[src/rtl/isqrt_share_arbiter.sv]
// Shares one pipelined isqrt between N_REQ requesters with round-robin issue and
// an in-order tag FIFO that steers each result back to the requester that issued it.
module isqrt_share_arbiter #(
    parameter int N_REQ        = 4,
    parameter int MAX_INFLIGHT = 16
) (
    input  logic                            clk,
    input  logic                            rst,
    input  logic [N_REQ-1:0]                req_vld,
    input  logic [N_REQ*32-1:0]             req_x,
    output logic [N_REQ-1:0]                req_rdy,
    output logic [N_REQ-1:0]                rsp_vld,
    output logic [15:0]                     rsp_y,
    output logic                            isqrt_x_vld,
    output logic [31:0]                     isqrt_x,
    input  logic                            isqrt_y_vld,
    input  logic [15:0]                     isqrt_y,
    output logic [$clog2(MAX_INFLIGHT):0]   inflight,
    output logic                            err_orphan
);

    localparam int PW  = $clog2(MAX_INFLIGHT);
    localparam int CW  = PW + 1;
    localparam int IDW = $clog2(N_REQ);

    logic [IDW-1:0] tag_mem [MAX_INFLIGHT];
    logic [PW-1:0]  wr_ptr;
    logic [PW-1:0]  rd_ptr;
    logic [CW-1:0]  count;
    logic [IDW-1:0] rr_ptr;
    logic [IDW-1:0] sel;
    logic           found;
    logic           can_issue;
    logic           push;
    logic           pop;
    logic           orphan;

    // Round-robin search starting at rr_ptr, wrapping modulo N_REQ.
    always_comb begin : sel_search
        int idx;
        idx   = 0;
        sel   = '0;
        found = 1'b0;
        for (int k = 0; k < N_REQ; k++) begin
            idx = int'(rr_ptr) + k;
            if (idx >= N_REQ) idx = idx - N_REQ;
            if (!found && req_vld[idx]) begin
                found = 1'b1;
                sel   = IDW'(idx);
            end
        end
    end

    // A result popping this cycle frees a slot, so a full FIFO can still accept a push.
    always_comb begin
        can_issue   = rst && ((count < CW'(MAX_INFLIGHT)) || isqrt_y_vld);
        push        = can_issue && found;
        pop         = isqrt_y_vld && (count != '0);
        orphan      = isqrt_y_vld && (count == '0);
        req_rdy     = push ? (N_REQ'(1) << sel) : '0;
        isqrt_x_vld = push;
        isqrt_x     = push ? req_x[32*sel +: 32] : '0;
    end

    always_ff @(posedge clk) begin
        if (push) tag_mem[wr_ptr] <= sel;
    end

    always_ff @(posedge clk or negedge rst) begin
        if (!rst) begin
            wr_ptr <= '0;
            rd_ptr <= '0;
            count  <= '0;
            rr_ptr <= '0;
        end else begin
            if (push) begin
                wr_ptr <= wr_ptr + 1'b1;
                rr_ptr <= (sel == IDW'(N_REQ - 1)) ? '0 : sel + 1'b1;
            end
            if (pop) rd_ptr <= rd_ptr + 1'b1;
            case ({push, pop})
                2'b10:   count <= count + 1'b1;
                2'b01:   count <= count - 1'b1;
                default: count <= count;
            endcase
        end
    end

    // Orphan results are dropped: rsp_y keeps its old value and only the sticky flag records it.
    always_ff @(posedge clk or negedge rst) begin
        if (!rst) begin
            rsp_vld    <= '0;
            rsp_y      <= '0;
            err_orphan <= 1'b0;
        end else begin
            rsp_vld <= pop ? (N_REQ'(1) << tag_mem[rd_ptr]) : '0;
            if (pop)    rsp_y      <= isqrt_y;
            if (orphan) err_orphan <= 1'b1;
        end
    end

    assign inflight = count;

endmodule

[config.mk]
export PLATFORM = sky130hd
export DESIGN_NAME = isqrt_share_arbiter
export DESIGN_NICKNAME = d
export VERILOG_FILES = /design/src/rtl/isqrt_share_arbiter.sv
export SDC_FILE = /design/constraint.sdc
export NUM_CORES = 1
export LEC_CHECK = 0
export ABC_CLOCK_PERIOD_IN_PS = 3920
export CELL_PAD_IN_SITES_DETAIL_PLACEMENT = 1
export CELL_PAD_IN_SITES_GLOBAL_PLACEMENT = 1
export CORE_MARGIN = 3
export CORE_UTILIZATION = 30
export CTS_CLUSTER_DIAMETER = 30
export CTS_CLUSTER_SIZE = 28
export DETAILED_ROUTE_END_ITERATION = 10
export PLACE_DENSITY = 0.92
export RECOVER_POWER = 50
export SYNTH_ARGS = -nofsm -noshare
export SYNTH_HDL_FRONTEND = slang
export SYNTH_SLANG_ARGS = --single-unit
[constraint.sdc]
create_clock -name clk -period 3.92 [get_ports clk]
set_input_delay 0.98 -clock clk [delete_from_list [all_inputs] [get_ports clk]]
set_output_delay 0.98 -clock clk [all_outputs]
set_load 0.02 [all_outputs]
Word-level counts from Yosys, hierarchy flattened
Memories as Yosys holds them, arrays and structs flattened.
Cells that the tools add are included.

storage, ports and cells
  memories kept = 1
  memory bits (writable) = 32
  register bits after elaboration = 36
  output and inout bits = 63
  word-level logic and storage cells = 80
  input bits = 151

operators by class
  eq/ne operators = 3
  $lt $le $gt $ge = 9
  reductions and logical operators = 14
  $add $sub $neg = 12
  mux-type cells = 31
  shifts and indexed selects = 3

memories
  memory   words  width  read ports  clocked after memory_dff  wr ports  RTL line  RTL
  tag_mem  16     2      1           0                         1         26        logic [IDW-1:0] tag_mem [MAX_INFLIGHT];

operators with widths
  cell                 count
  $mux 32              5
  $lt 32x4->1 const B  4
  $shiftx 128x8->32    1
  $mux 1               14
  $sub 3x3->4 const B  3
  $mux 2               5
  $pmux 5 s2           1
  $ge 3x3->1 const B   3
  $add 4x1->4 const B  2
  $bmux 1 s2           4
  $mux 4               2
  $shl 1x2->4 const A  2
  $logic_and 1x1->1    7
  $add 2x2->3 const B  2
  $add 5x1->5 const B  1
  $logic_not 5->1      1
  $lt 5x5->1 const B   1
  $reduce_bool 5->1    1
  $sub 5x1->5 const B  1
  $eq 2x2->1 const B   2
  $sub 2x3->4 const B  1
  $add 2x1->3 const B  1
  $ge 2x3->1 const B   1
  $logic_not 1->1      3
  4 further kinds      4

Depth between registers and ports, before layout
  depth after elaboration = 18
  gate-level depth with buffers = 13
  gate-level depth less buffers = 10

Worst setup path after synthesis
No wires, ideal clock.

  path kind = input to output
  start = input req_vld[0]
  end = output isqrt_x[10]
  path buffers = 1
  data required time = 2.940 ns
  stages on the path = 7
  arrival time = 2.255 ns
  setup slack = 0.685 ns
  cells stage by stage = a21o_1 -> a21boi_1 -> o21ai_1 -> inv_2 -> nand2_1 -> buf_2 -> o22ai_1

between the ends
  longest elaborated chain between the ends = 15
  elaborated cells on any way between the ends = 29
  those cells by class = shift: 1; mux: 21; reduce/logical: 7

RTL lines
  what                                        RTL line  RTL
  from (decl)                                 9         input logic [N_REQ-1:0] req_vld,
  $bmux 1 s2                                  47        if (!found && req_vld[idx]) begin
  $mux 1 (not written as such) (2 in series)  47
  $mux 1                                      47
  $logic_not 1->1                             47
  $logic_and 1x1->1                           47
  $mux 1                                      47
  $logic_not 1->1                             47
  $logic_and 1x1->1                           47
  $mux 1                                      47
  $logic_not 1->1                             47
  $logic_and 1x1->1                           47
  $mux 2 *                                    47
  net sel[1]                                  31        logic [IDW-1:0] sel;
  $shiftx 128x8->32 *                         62        isqrt_x = push ? req_x[32*sel +: 32] : '0;
  $mux 32 *                                   62
  to (decl)                                   15        output logic [31:0] isqrt_x,

The timed path passes the listed nets; every way through them passes the cells marked *. The select of a mux whose other input is x is not followed.

Final worst setup path
  start = input req_vld[2]
  end = output req_rdy[2]

between the ends
  longest elaborated chain between the ends = 15
  elaborated cells on any way between the ends = 29
  those cells by class = shift: 1; mux: 21; reduce/logical: 7

RTL lines
  what                                        RTL line  RTL
  $bmux 1 s2                                  47
  $mux 1 (not written as such) (2 in series)  47
  $mux 1                                      47
  $logic_not 1->1                             47
  $logic_and 1x1->1                           47
  $mux 1                                      47
  $logic_not 1->1                             47
  $logic_and 1x1->1                           47
  $mux 1                                      47
  $logic_not 1->1                             47
  $logic_and 1x1->1                           47
  $mux 2 *                                    47
  net sel[1]                                  31
  $shl 1x2->4 *                               60        req_rdy = push ? (N_REQ'(1) << sel) : '0;
  $mux 4 *                                    60
  to (decl)                                   11        output logic [N_REQ-1:0] req_rdy,

Marks and branches as above.

==> results <==
==> layout make-up <==
class,instances,area (µm²)
multi-input cells,272,2131
well taps,176,220.2
fillers,1446,6490
clock buffers,9,225.2
inverters,10,37.54
repair buffers,251,2354
clock inverters,7,81.33
flip-flops and latches,68,1862
==> cell usage after synthesis, drive strengths merged (3+ instances only) <==
master  number  area [µm²]
a21o         3       22.52
a21oi        3       15.01
and2        20       125.1
buf         21       163.9
clkbuf       5       18.77
dfrtp       36       900.9
edfxtp      32       960.9
ha          13       162.7
inv         10       37.53
mux2i       68       680.7
mux4         8       180.2
nand2       64       242.7
nor2         8       30.03
nor2b        3       18.77
nor3b        3       22.52
o21ai       11       66.32
o22ai       33       206.5
xnor2        7       61.31
xor2         5       43.79
==> sequential cells by signal, indices dropped and copies added (netlist names) <==
name        cells
rr_ptr          2
tag_mem        32
rsp_vld         4
inflight        5
wr_ptr          4
rsp_y          16
err_orphan      1
rd_ptr          4
==> stage by stage <==
stage               power (µW)  instances  hold slack [ns]  setup WS (ns)
floorplan                 2437        376           0.4930         0.6851
global placement          3235        769           0.4495        -0.4215
detailed placement        3333        769           0.4535        -0.5330
CTS                       4241        792           0.4661       0.005064
global route              4421        793           0.4719       -0.06679
finish                    4160        793           0.4579        0.02841
==> power by group through the flow <==
| stage | combinational, µW | sequential (µW) | clock, µW |
|---|---|---|---|
| after floorplan | 1280 | 1150 | 0 |
| after global placement | 2080 | 1160 | 0 |
| after detailed placement | 2150 | 1180 | 0 |
| after CTS | 2230 | 1170 | 844 |
| after global routing | 2340 | 1200 | 875 |
| final | 2170 | 1170 | 823 |
==> per-layer routing <==
metal / up-vias / track usage, % / part of all wire, %
met3: 27 / 6.816 / 8.5
met5: - / 0 / 0
met1: 1896 / 21.05 / 34
li1: 1829 / - / -
met2: 169 / 39.31 / 55
met4: 0 / 5.882 / 2.5
==> worst paths after layout <==
path | to | slack (ns) | cells after the start
min in group asynchronous | rsp_vld[3] | 1.35 | 2
setup reg to reg | inflight[4] | 0.45 | 9
setup / recovery | req_rdy[2] | 0.03 | 9
max in group asynchronous | wr_ptr[2] | 1.47 | 2
hold / removal | err_orphan | 0.46 | 1
hold reg to reg | err_orphan | 0.46 | 1
==> kinds of logic after synthesis <==
group	after synthesis	synth area share, %
fa+ha+maj	13	3.925
mux	78	21.32
xor+xnor	12	2.536
buf+inv	36	5.314
compound gates	61	9.662
simple gates	108	12.32
flops	68	44.93
==> timing repair <==
item                                   CTS  global route
pin swaps                                1             1
resized for setup                       63            64
setup endpoints to repair               37            35
buffers inserted                         5             1
cloned                                   2             0
endpoints found under the hold margin    0             0
==> worst reg2reg max path, stage by stage (launching register included) <==
cell and delay (ns):
dfrtp_1 0.47, or4_4 0.59, o21ai_4 0.47, inv_1 0.15
clkbuf_1 0.46, ha_1 0.56, a21oi_1 0.18, o31ai_1 0.10
a31oi_1 0.25, xor2_1 0.17
==> flow_summary.ini <==
[global_route]
grt_pass1_wl_mm = 23.52
grt_use_total_pct = 20.53
grt-ovfl-total = 0
antenna_found_initial = 0
grt_pass1_vias = 4323
grt_max_degree = 37

[timing]
rsz0062_at_grt = yes
fmax_mhz = 257.0
min_period_ns = 3.892
maxSlewHeadroom_pct = -27.77
hold_viol = 0
final.setup_skew_ns = 0.006184
finalCritPeriodShare_pct = 99.28
report.final.slew_viol_count = 37
tns_ns = 0
setup-violations-final = 0
worstMarginPinSlew_ns = 1.917

[place]
dp_hpwl_mm = 12.61
port_buffers = 213
gp_congestion = 0.8586
postPlaceCellArea_um2 = 6593

[floorplan]
rows = 42
fp.dieH_um = 123.5
die_x_um = 123.5
floorplan.core_area_um2 = 13400
die_area_um2 = 15260
io_pins = 214
start_util_pct = 30.92

[detailed_routing]
drt_iter0_drc = 120
antenna_left = 0
dr.pass1.iters = 4
drc = 0
routed_via_density = 4.945
wl_per_cell_um = 19.79
vias = 3921
wl_mm = 15.70

[layout]
nNetsFinal = 776
drive_gt1_share_pct = 18.31
final_util_pct = 51.57
layout_common_cells = clkdlybuf4s50_1 (151), mux2i_1 (63), nand2_1 (63), dfrtp_1 (36)
layout_commonest_cell = clkdlybuf4s50_1
diodes = 0
syn_to_final_growth_pct = 66.76
final_area_um2 = 6910

[setup_path]
arrival_ns = 2.91
crit_family = buffers and inverters
critPathBufInv = 5
critical_path.most_common_cell = buf_4
crit_fanout = 4
critPathCaptureType = primary output
reg2reg_from = inflight[1]
required_ns = 2.94
path_cells = clkdlybuf4s50_1 -> buf_4 -> a21boi_1 -> o21ai_2 -> clkinv_1 -> buf_4 -> ha_1 -> and2_1 -> dlygate4sd2_1
startpoint = req_vld[2]
path_class = in -> out
critical_path.slowest_cell = clkdlybuf4s50_1
cp-start-kind = primary input
slowest_delay_ns = 0.44

[power_and_ir_drop]
powerDensity_nw_per_um2 = 601.9
clockPowerShare_pct = 19.8
p_sw_share_pct = 38.93
p_leak_uw = 0.003051
ir_drop_uv = 278.0
p_int_uw = 2540
switching_power_uw = 1619
p_seq_share_pct = 28.0
comb_power_share_pct = 52.2

[synth]
netlist_instances = 376
synth_edf_count = 32
synth_nets = 540
ys_seq_area_share_pct = 44.93
synth_cell_type_count = 45
yosys_warnings = 0
ys_ff_latch = 68
ys.flop_type = dfrtp_1
synthesis.area_per_instance_um2 = 11.02
ys_async_sr_fraction_pct = 52.94
syn-cell-area_um2 = 4144

[worst_hold_path]
hold_path_class = reg -> reg
hold_start = err_orphan

[cts]
cts.reportedPaths.clkPinSlew_ns = 0.05
cts_root_buffer = clkbuf_16
htree_levels = 3
max-clock-path-buffers = 2
hold_buffers = 0
cts_buffers = 9
cts_tree = yes
clock-sinks = 68
clk_latency_ns = 0.33

[flow_run]
drv_cap = 1

[run_status]
status = complete, but fails checks
violations = max-capacitance violations, max-slew violations
Note: power is estimated with default switching activity, not from simulation.
